File: src/rtl/cpu_pkg.sv
// Shared definitions for the multi-cycle core: opcodes, instruction field positions,
// FSM states and the ALU operation set.
package cpu_pkg;

  localparam logic [3:0] OP_NOP  = 4'h0;
  localparam logic [3:0] OP_ADD  = 4'h1;
  localparam logic [3:0] OP_SUB  = 4'h2;
  localparam logic [3:0] OP_AND  = 4'h3;
  localparam logic [3:0] OP_OR   = 4'h4;
  localparam logic [3:0] OP_XOR  = 4'h5;
  localparam logic [3:0] OP_MOVI = 4'h6;
  localparam logic [3:0] OP_LDR  = 4'h7;
  localparam logic [3:0] OP_STR  = 4'h8;
  localparam logic [3:0] OP_B    = 4'h9;
  localparam logic [3:0] OP_BZ   = 4'hA;
  localparam logic [3:0] OP_HALT = 4'hB;

  localparam int OP_LSB  = 12;
  localparam int RD_LSB  = 10;
  localparam int RS_LSB  = 8;
  localparam int IMM_LSB = 0;

  typedef enum logic [2:0] {
    S_IDLE, S_FETCH, S_DECODE, S_EXEC, S_MEM, S_WB, S_HALT
  } state_t;

  typedef enum logic [2:0] {
    ALU_ADD, ALU_SUB, ALU_AND, ALU_OR, ALU_XOR, ALU_PASS
  } alu_op_t;

  // Anything that is not a two-operand ALU op simply forwards operand B.
  function automatic alu_op_t alu_op_of(input logic [3:0] op);
    case (op)
      OP_ADD:  return ALU_ADD;
      OP_SUB:  return ALU_SUB;
      OP_AND:  return ALU_AND;
      OP_OR:   return ALU_OR;
      OP_XOR:  return ALU_XOR;
      default: return ALU_PASS;
    endcase
  endfunction

endpackage

File: src/rtl/cpu_core_mc_if.sv
// Shared fetch/data memory port: single outstanding request, completed by ack.
interface cpu_core_mc_if #(
  parameter int DWIDTH = 16,
  parameter int AWIDTH = 16
);
  logic              mem_req;
  logic              mem_we;
  logic [AWIDTH-1:0] mem_addr;
  logic [DWIDTH-1:0] mem_wdata;
  logic              mem_ack;
  logic [DWIDTH-1:0] mem_rdata;

  modport master (output mem_req, mem_we, mem_addr, mem_wdata, input mem_ack, mem_rdata);
  modport slave  (input mem_req, mem_we, mem_addr, mem_wdata, output mem_ack, mem_rdata);
endinterface

File: src/rtl/cpu_alu.sv
// Combinational ALU, wraps mod 2^DWIDTH; zero_o flags an all-zero result.
module cpu_alu
  import cpu_pkg::*;
#(
  parameter int DWIDTH = 16
) (
  input  logic [DWIDTH-1:0] a_i,
  input  logic [DWIDTH-1:0] b_i,
  input  alu_op_t           op_i,
  output logic [DWIDTH-1:0] y_o,
  output logic              zero_o
);

  always_comb begin
    y_o = b_i;
    case (op_i)
      ALU_ADD: y_o = a_i + b_i;
      ALU_SUB: y_o = a_i - b_i;
      ALU_AND: y_o = a_i & b_i;
      ALU_OR:  y_o = a_i | b_i;
      ALU_XOR: y_o = a_i ^ b_i;
      default: y_o = b_i;
    endcase
  end

  assign zero_o = (y_o == '0);

endmodule

File: src/rtl/cpu_core_mc.sv
// Multi-cycle 16-bit-ISA core with width-generic datapath and one shared req/ack memory port.
// run is honoured only at instruction boundaries; HALT is terminal until reset.
module cpu_core_mc
  import cpu_pkg::*;
#(
  parameter int                 DWIDTH   = 16,
  parameter int                 AWIDTH   = 16,
  parameter logic [AWIDTH-1:0]  RESET_PC = '0
) (
  input  logic               clk,
  input  logic               rst,
  input  logic               run,
  cpu_core_mc_if.master      mem,
  output logic [AWIDTH-1:0]  pc_out,
  output logic               halted,
  output logic               illegal
);

  state_t            state_q, state_d;
  logic [AWIDTH-1:0] pc_q, pc_d;
  logic [15:0]       ir_q, ir_d;
  logic [DWIDTH-1:0] regs_q [4];
  logic [DWIDTH-1:0] regs_d [4];
  logic [DWIDTH-1:0] a_q, a_d, b_q, b_d, res_q, res_d;
  logic              z_q, z_d;

  logic [3:0]        op;
  logic [1:0]        rd, rs;
  logic [7:0]        imm;
  logic [AWIDTH-1:0] br_target;
  logic              mem_we;
  state_t            boundary;

  assign op        = ir_q[OP_LSB +: 4];
  assign rd        = ir_q[RD_LSB +: 2];
  assign rs        = ir_q[RS_LSB +: 2];
  assign imm       = ir_q[IMM_LSB +: 8];
  assign br_target = pc_q + AWIDTH'($signed(imm));
  assign boundary  = run ? S_FETCH : S_IDLE;

  // In WB the ALU passes the result through so its zero detect drives the Z flag.
  alu_op_t           alu_op;
  logic [DWIDTH-1:0] alu_b, alu_y;
  logic              alu_zero;

  assign alu_op = (state_q == S_WB) ? ALU_PASS : alu_op_of(op);
  assign alu_b  = (state_q == S_WB) ? res_q
                : (op == OP_MOVI)   ? DWIDTH'(imm) : b_q;

  cpu_alu #(.DWIDTH(DWIDTH)) u_alu (
    .a_i    (a_q),
    .b_i    (alu_b),
    .op_i   (alu_op),
    .y_o    (alu_y),
    .zero_o (alu_zero)
  );

  always_comb begin
    state_d = state_q;
    pc_d    = pc_q;
    ir_d    = ir_q;
    a_d     = a_q;
    b_d     = b_q;
    res_d   = res_q;
    z_d     = z_q;
    regs_d  = regs_q;
    case (state_q)
      S_IDLE: if (run) state_d = S_FETCH;
      S_FETCH: begin
        if (mem.mem_ack) begin
          ir_d    = mem.mem_rdata[15:0];
          pc_d    = pc_q + AWIDTH'(1);
          state_d = S_DECODE;
        end
      end
      S_DECODE: begin
        a_d     = regs_q[rd];
        b_d     = regs_q[rs];
        state_d = S_EXEC;
      end
      S_EXEC: begin
        res_d = alu_y;
        case (op)
          OP_ADD, OP_SUB, OP_AND, OP_OR, OP_XOR, OP_MOVI: state_d = S_WB;
          OP_LDR, OP_STR: state_d = S_MEM;
          OP_B: begin
            pc_d    = br_target;
            state_d = boundary;
          end
          OP_BZ: begin
            if (z_q) pc_d = br_target;
            state_d = boundary;
          end
          OP_HALT: state_d = S_HALT;
          default: state_d = boundary;
        endcase
      end
      S_MEM: begin
        if (mem.mem_ack) begin
          if (op == OP_LDR) begin
            res_d   = mem.mem_rdata;
            state_d = S_WB;
          end else begin
            state_d = boundary;
          end
        end
      end
      S_WB: begin
        regs_d[rd] = res_q;
        z_d        = alu_zero;
        state_d    = boundary;
      end
      S_HALT: state_d = S_HALT;
      default: state_d = S_IDLE;
    endcase
  end

  always_ff @(posedge clk) begin
    if (rst) begin
      state_q <= S_IDLE;
      pc_q    <= RESET_PC;
      ir_q    <= '0;
      regs_q  <= '{default: '0};
      a_q     <= '0;
      b_q     <= '0;
      res_q   <= '0;
      z_q     <= 1'b0;
    end else begin
      state_q <= state_d;
      pc_q    <= pc_d;
      ir_q    <= ir_d;
      regs_q  <= regs_d;
      a_q     <= a_d;
      b_q     <= b_d;
      res_q   <= res_d;
      z_q     <= z_d;
    end
  end

  // Port drive depends only on registered state, so it holds steady across wait states.
  assign mem_we        = (state_q == S_MEM) && (op == OP_STR);
  assign mem.mem_req   = (state_q == S_FETCH) || (state_q == S_MEM);
  assign mem.mem_we    = mem_we;
  assign mem.mem_addr  = (state_q == S_MEM) ? AWIDTH'(imm) : pc_q;
  assign mem.mem_wdata = mem_we ? a_q : '0;

  assign pc_out  = pc_q;
  assign halted  = (state_q == S_HALT);
  assign illegal = (state_q == S_EXEC) && (op >= 4'hC);

endmodule

File: src/flat_wrapper.sv
// flat-port wrapper written by rule: the top's interface ports become plain ports
module cpu_core_mc_flat import cpu_pkg::*;
#(
  parameter int                 DWIDTH   = 16,
  parameter int                 AWIDTH   = 16,
  parameter logic [AWIDTH-1:0]  RESET_PC = '0
)
  (clk, rst, run, pc_out, halted, illegal, mem_mem_req, mem_mem_we, mem_mem_addr, mem_mem_wdata, mem_mem_ack, mem_mem_rdata);
  cpu_core_mc_if #(.DWIDTH(DWIDTH), .AWIDTH(AWIDTH)) mem_i ();
  input  logic clk;
  input  logic rst;
  input  logic run;
  output logic [AWIDTH-1:0] pc_out;
  output logic halted;
  output logic illegal;
  output wire logic [$bits(mem_i.mem_req)-1:0] mem_mem_req;
  output wire logic [$bits(mem_i.mem_we)-1:0] mem_mem_we;
  output wire logic [$bits(mem_i.mem_addr)-1:0] mem_mem_addr;
  output wire logic [$bits(mem_i.mem_wdata)-1:0] mem_mem_wdata;
  input wire logic [$bits(mem_i.mem_ack)-1:0] mem_mem_ack;
  input wire logic [$bits(mem_i.mem_rdata)-1:0] mem_mem_rdata;
  assign mem_mem_req = mem_i.mem_req;
  assign mem_mem_we = mem_i.mem_we;
  assign mem_mem_addr = mem_i.mem_addr;
  assign mem_mem_wdata = mem_i.mem_wdata;
  assign mem_i.mem_ack = mem_mem_ack;
  assign mem_i.mem_rdata = mem_mem_rdata;
  cpu_core_mc #(.DWIDTH(DWIDTH), .AWIDTH(AWIDTH), .RESET_PC(RESET_PC)) u_core (.clk(clk), .rst(rst), .run(run), .mem(mem_i), .pc_out(pc_out), .halted(halted), .illegal(illegal));
endmodule
File: config.mk
export PLATFORM = sky130hd
export DESIGN_NAME = cpu_core_mc_flat
export DESIGN_NICKNAME = d
export VERILOG_FILES = /design/src/rtl/cpu_pkg.sv /design/src/rtl/cpu_core_mc_if.sv /design/src/rtl/cpu_alu.sv /design/src/rtl/cpu_core_mc.sv /design/src/flat_wrapper.sv
export SDC_FILE = /design/constraint.sdc
export NUM_CORES = 1
export LEC_CHECK = 0
export CAP_MARGIN = 20
export CORE_AREA = 4 4 109 163
export CTS_CLUSTER_SIZE = 24
export DETAILED_ROUTE_END_ITERATION = 10
export DIE_AREA = 0 0 113 167
export PLACE_DENSITY = 0.8
export SLEW_MARGIN = 20
export SYNTH_ARGS = -nofsm -noshare
export SYNTH_HDL_FRONTEND = slang
export SYNTH_SLANG_ARGS = --single-unit
File: constraint.sdc
create_clock -name clk -period 4.3 [get_ports clk]
set_input_delay 0.645 -clock clk [delete_from_list [all_inputs] [get_ports clk]]
set_output_delay 0.645 -clock clk [all_outputs]
set_load 0.02 [all_outputs]
==> Yosys cells after proc, flatten, opt, wreduce, memory -nomap -nowiden <==
Cells that the tools add are included.
{ "word_totals": {"output_inout_bits": 52, "input_bits": 20, "wordCells": 96, "reg_bits": 148} }
{ "op_classes": {"bitwise": 5, "eq_ne": 27, "n_reduce_logical": 15, "muxes": 30, "n_addsub": 4, "order_cmp": 4} }
{ "op_table": {"columns": ["operator", "n"], "rows": [
  ["two-way mux 16 bit", 13],
  ["one-hot mux 16 bit (2 select lines)", 3],
  ["one-hot mux 16 bit (5 select lines)", 1],
  ["binary-select mux 16 bit (select 2 bit)", 2],
  ["bitwise mux 64 bit", 1],
  ["adder 16 bit", 2],
  ["demux 16 bit (select 2 bit)", 1],
  ["one-hot mux 3 bit (7 select lines)", 1],
  ["adder 16 x 1 -> 16 bit, second input constant", 1],
  ["AND 16 bit", 1],
  ["equality test 4 x 3 -> 1 bit, second input constant", 4],
  ["equality test 4 bit, second input constant", 4],
  ["zero test 16 bit", 1],
  ["OR 16 bit", 1],
  ["subtractor 16 bit", 1],
  ["XOR 16 bit", 1],
  ["two-way mux 3 bit", 5],
  ["one-hot mux 3 bit (5 select lines)", 1],
  ["equality test 3 x 2 -> 1 bit, second input constant", 4],
  ["equality test 3 bit, second input constant", 4],
  ["one-hot mux 3 bit (3 select lines)", 1],
  ["equality test 4 x 2 -> 1 bit, second input constant", 2],
  ["equality test 3 x 1 -> 1 bit, second input constant", 2],
  [">= comparator 3 bit, second input constant", 2],
  ["18 further kinds", 26]
]} }

==> Longest topological paths before layout <==
{ "depth": {"word_depth": 6, "mapped_depth": 19, "depth_no_buf": 18} }

==> Cells and area by module <==
A second synthesis with hierarchy kept.
{ "unflattened": {"hier_cells": 1266, "hier_area_um2": 9950.8} }
{ "by_module_without_submodules": {"columns": ["module", "seq_area_each_um2", "cells_per_inst", "area_per_inst_um2", "instances"], "rows": [
  ["cpu_core_mc", 2962.8, 940, 7696.1, 1],
  ["cpu_alu", 0.0, 326, 2254.7, 1]
]} }

==> Worst setup path before layout <==
Ideal clock, no wire load.
{ "synth_path": {"path_kind": "register -> register", "from": "register u_core.ir_q[14]", "to": "register u_core.z_q", "setup_slack_ps": 370, "setup_ps": 59, "required_time_ps": 4241, "path_stages_with_launch": 18, "n_path_buf": 1, "arrival_ps": 3870, "period_less_slack_ps": 3930, "cell_sequence": "dfxtp_1 -> nor4bb_1 -> buf_2 -> nand2_1 -> a31oi_1 -> inv_1 -> ha_1 -> mux2i_1 -> fa_1 -> a211oi_1 -> o21ai_0 -> a41oi_1 -> o21ai_0 -> a21o_1 -> a211oi_1 -> nor3b_1 -> o2111ai_1 -> nand2_1"} }
{ "synth_via": {"elab_chain_cells": 6, "elab_cells_between_ends": 22, "classes_between": "add/sub: 2; eq/ne: 10; mux: 5; bitwise: 3; reduce/logical: 2"} }
{ "synth_lines": {"columns": ["element", "line", "text"], "rows": [
  ["start: declaration", "cpu_core_mc.sv:21", "logic [15:0] ir_q, ir_d;"],
  ["start signal: assignment", "cpu_core_mc.sv:131", "ir_q <= ir_d;"],
  ["equality test 4 x 3 -> 1 bit, or another cell as far along", "cpu_core_mc.sv:48", ": (op == OP_MOVI) ? DWIDTH'(imm) : b_q;"],
  ["two-way mux 16 bit / one-hot mux 3 bit (5 select lines) (equally long branches)", "cpu_core_mc.sv:48, cpu_pkg.sv:33", null],
  ["two-way mux 16 bit / two-way mux 3 bit (equally long branches)", "cpu_core_mc.sv:47, cpu_core_mc.sv:46", null],
  ["subtractor 16 bit, or another cell as far along", "cpu_alu.sv:18", "ALU_SUB: y_o = a_i - b_i;"],
  ["one-hot mux 16 bit (5 select lines) (*)", "cpu_alu.sv:16", "case (op_i)"],
  ["zero test 16 bit (*)", "cpu_alu.sv:26", "assign zero_o = (y_o == '0);"],
  ["end signal: assignment", "cpu_core_mc.sv:136", "z_q <= z_d;"],
  ["end: declaration", "cpu_core_mc.sv:25", "logic z_q, z_d;"]
]} }
Mark *: on every way between the ends. The rest lies on a longest branch, timed or not.
A chain may end at the register's enable or synchronous reset.

==> Worst setup path after layout <==
{ "layout_path": {"from": "register u_core.ir_q[15]", "to": "register u_core.res_q[15]"} }
{ "layout_via": {"elab_chain_cells": 6, "elab_cells_between_ends": 25, "classes_between": "add/sub: 2; eq/ne: 12; mux: 6; bitwise: 3; reduce/logical: 2"} }
{ "layout_lines": {"columns": ["element", "line", "text"], "rows": [
  ["equality test 4 x 3 -> 1 bit, or another cell as far along", "cpu_core_mc.sv:48", null],
  ["two-way mux 16 bit / one-hot mux 3 bit (5 select lines) (equally long branches)", "cpu_core_mc.sv:48, cpu_pkg.sv:33", null],
  ["two-way mux 16 bit / two-way mux 3 bit (equally long branches)", "cpu_core_mc.sv:47, cpu_core_mc.sv:46", null],
  ["subtractor 16 bit, or another cell as far along", "cpu_alu.sv:18", null],
  ["one-hot mux 16 bit (5 select lines)", "cpu_alu.sv:16", null],
  ["one-hot mux 16 bit (2 select lines)", "cpu_core_mc.sv:67", "case (state_q)"],
  ["end signal: assignment", "cpu_core_mc.sv:135", "res_q <= res_d;"],
  ["end: declaration", "cpu_core_mc.sv:24", "logic [DWIDTH-1:0] a_q, a_d, b_q, b_d, res_q, res_d;"]
]} }
Several ways; a longest one is shown, not always the timed one.

==> results.md <==
* Fmax at 242 MHz
* Fin crit period at just over 4000 ps
* CTS tree: built
* R2R cell count at 19
* WL final at between 20 and 30 mm
* Skew final at slightly above 9 ps
* #FFs+latches synth at ~150
* Post-synth top area share at between 30% and 40%
* Routed WL per cell at roughly 19 µm
* Post-CTS Hold Buffers at 0
* Layout Nets at 1397
* Finished Layout Cells at roughly 1500
* Primary FF master, synth: dfxtp_1
* Area grow syn2layout at 18.1%
* Syn Nets at 1343
* Total GRT Usage at between 30% and 40%
* Crit. End Element: flop
* Pwr dens at ~290 mW/mm²
* HPWL Detailed at 21.6 mm
* Final Wtd Congestion at 0.996
* Via density at around 6.2
* Multi-input gate area at 0.00636 mm²
* Die Ht at 167 µm
* Critical Path RT at around 4600 ps
* RSZ-0062 raised after global routing: true
* Clk root buf: clkbuf_16
* Cell Area, Synth at around 0.0097 mm²
* CP Class: flop to flop
* Worst-path clk slew at roughly 70 ps
* Die ar. at 0.0189 mm²
* Vias in the first global route at about 9300
* Worst Hold Class: flop to flop
* Port bufs at just over 70
* DIE WIDTH at between 100 and 150 µm
* Row count at between 50 and 60
* DRC viols at 0
* Final setup viols at 0
* Synth top area cells: dfxtp_1 31%, nand2_1 12%, a21oi_1 8.4%
* Starting Density at 59.8%
* Power, Total at about 3.3 mW
* Post-place setup slack at -169 ps
* DRT antenna net count at 0
* Layout cells sized above 1 at about 11%
* Largest net degree at the start of global routing at 72
* Detailed Routing Iterations Pass 1 at 6
* FF/Latch Area at just under 0.003 mm²
* Iter 0 DRT Violations at about 750
* Peak supply drop at roughly 0.25 mV
* Setup TNS at 0 ps
* Final WS setup at 168 ps
* Mapped Cells at roughly 1300
* Slew Limit Fails at 0
* Final Cycle Share at between 90% and 100%
* Number of CTS-inserted buffers at 17
* Post-synth ARST share at 0%
* DP Cell Count at 1498
* Max_cap viols at 0
* Status: completed
* Number of flops mapped to enable cells by yosys at 0
* Number of diodes at 0
* # clock sinks at roughly 150
* IO Count at 72
* Cell taking the most area after synthesis: dfxtp_1
* H-tree levels at 4
* CP Max Fanout at 5
* Warnings from Yosys at 0
* Clock Latency Late Sink at between 400 and 500 ps
* Yosys cell types at 65
* Crit path DAT at between 4000 and 5000 ps
* Seq/Total Area, Yosys at just over 30%
* Initial antenna violation count at 0
* Core area at approximately 0.016 mm²
* Slew @ Worst Pin at between 1000 and 1500 ps
* Slew Limit Headroom at 28.6%
* Vias at 9489
* Avg Cell Area, Syn at between 7 and 8 µm²
* Pleak at roughly 4.3 nW
* Final Hold Viols at 0
* Hold Path Depth at 2
* Clock Path Buffers at 2
* Remaining Overflow, GRT at 0
* Fill count at roughly 1300
* CP Launch Type: flop
* First-pass GRT wire length at 47.6 mm
cells by family after synthesis:
logic type / after synthesis / share of synthesized area [%]
compound gates: 311 / 19.7
xor+xnor: 35 / 3.17
fa+ha+maj: 66 / 8.69
buf+inv: 130 / 5.16
flops: 148 / 30.6
mux: 42 / 8.48
simple gates: 525 / 24.2
where the power goes:
part / total, mW / internal, mW / switching, mW
Combinational: 0.414 / 0.155 / 0.258
Clock: 1.47 / 0.832 / 0.637
Sequential: 1.43 / 1.39 / 0.0375
worst max-delay path, stage by stage (launching register included):
cell,delay (ps)
dfxtp_2,350
nand4bb_4,280
mux2i_1,230
a21o_2,240
inv_1,80
nor4_2,250
buf_4,150
and2_1,160
a21oi_1,110
xnor2_1,160
ha_1,340
a21o_1,210
a21oi_2,160
nand4_1,180
a41oi_2,290
o21ai_1,120
nand2b_1,80
mux2i_1,80
or3_1,340
a311oi_1,250
synthesized netlist by cell type (3+ instances only):
cell and number:
nand2_1 320, a21oi_1 163, dfxtp_1 148, clkbuf_1 77, nor2_1 73, ha_1 64
inv_1 44, and2_1 32, mux4_2 32, o21ai_0 28, xnor2_1 24, a31oi_1 17
nor3_1 16, and3_1 13, a21o_1 11, a22oi_1 11, a311oi_1 11, xor2_1 11
mux2i_1 10, nand2b_1 10, o211ai_1 10, nor2b_1 9, o21a_1 9, or3_1 9
nand3_1 7, nor4_1 7, a211oi_1 6, buf_1 5, nand3b_1 5, o2111ai_1 5
or2_2 5, a2bb2oi_1 4, and4b_1 4, o221ai_1 4, o22ai_1 4, a221oi_1 3
a22o_1 3, a41oi_1 3, buf_2 3, nor3b_1 3
worst paths after layout:
kind                         from                to  slack [ps]
setup / recovery  u_core.ir_q[15]  u_core.res_q[15]         170
hold reg to reg    u_core.b_q[15]    u_core.b_q[15]         460
setup reg to reg  u_core.ir_q[15]  u_core.res_q[15]         170
hold / removal     u_core.b_q[15]    u_core.b_q[15]         460
metal layers:
metal / global-route usage, % / routed length, µm
met4: 17.2 / 1570
met1: 37.4 / 11200
met3: 4.36 / 1950
met5: 0 / 0
met2: 53.6 / 14900
per-stage QoR:
stage               hold slack [ps]  util [%]  cell area, µm²
global placement                444      66.1           10700
global route                    480      70.6           11400
detailed placement              447      66.1           10700
CTS                             455      69.9           11300
floorplan                       436         -            9680
finish                          456      70.6           11400
state kept, by name, indices dropped and copies added (netlist names):
| register | cells |
|---|---|
| u_core.state_q | 3 |
| u_core.ir_q | 16 |
| u_core.pc_out | 16 |
| u_core.regs_q | 64 |
| u_core.b_q | 16 |
| u_core.a_q | 16 |
| u_core.z_q | 1 |
| u_core.res_q | 16 |
area by class of cell:
class	count	area share (%)
clock buffer	18	3.84
clock inverter	14	1.27
inverter	44	1.45
multi-input combinational	979	55.6
sequential	148	26.0
tap	206	2.26
timing repair buffer	121	9.59
cell usage in the layout, fill, tap and decap left out, types with 11 or more instances in the layout:
| cell | n |
|---|---|
| a21o_1 | 11 |
| a21oi_1 | 160 |
| a22oi_1 | 11 |
| a311oi_1 | 11 |
| a31oi_1 | 13 |
| and2_1 | 32 |
| and3_1 | 13 |
| buf_4 | 50 |
| clkbuf_16 | 17 |
| clkdlybuf4s50_1 | 70 |
| dfxtp_1 | 144 |
| ha_1 | 64 |
| inv_1 | 43 |
| mux4_2 | 32 |
| nand2_1 | 320 |
| nor2_1 | 71 |
| nor3_1 | 16 |
| o21ai_0 | 24 |
| xnor2_1 | 24 |
| xor2_1 | 11 |
what timing repair did:
action,CTS,global route
pin swaps,0,7
gates cloned,0,0
setup endpoints to repair,4,9
gates resized for setup,5,24
setup buffers,0,0
Note: power is estimated with default switching activity, not from simulation.
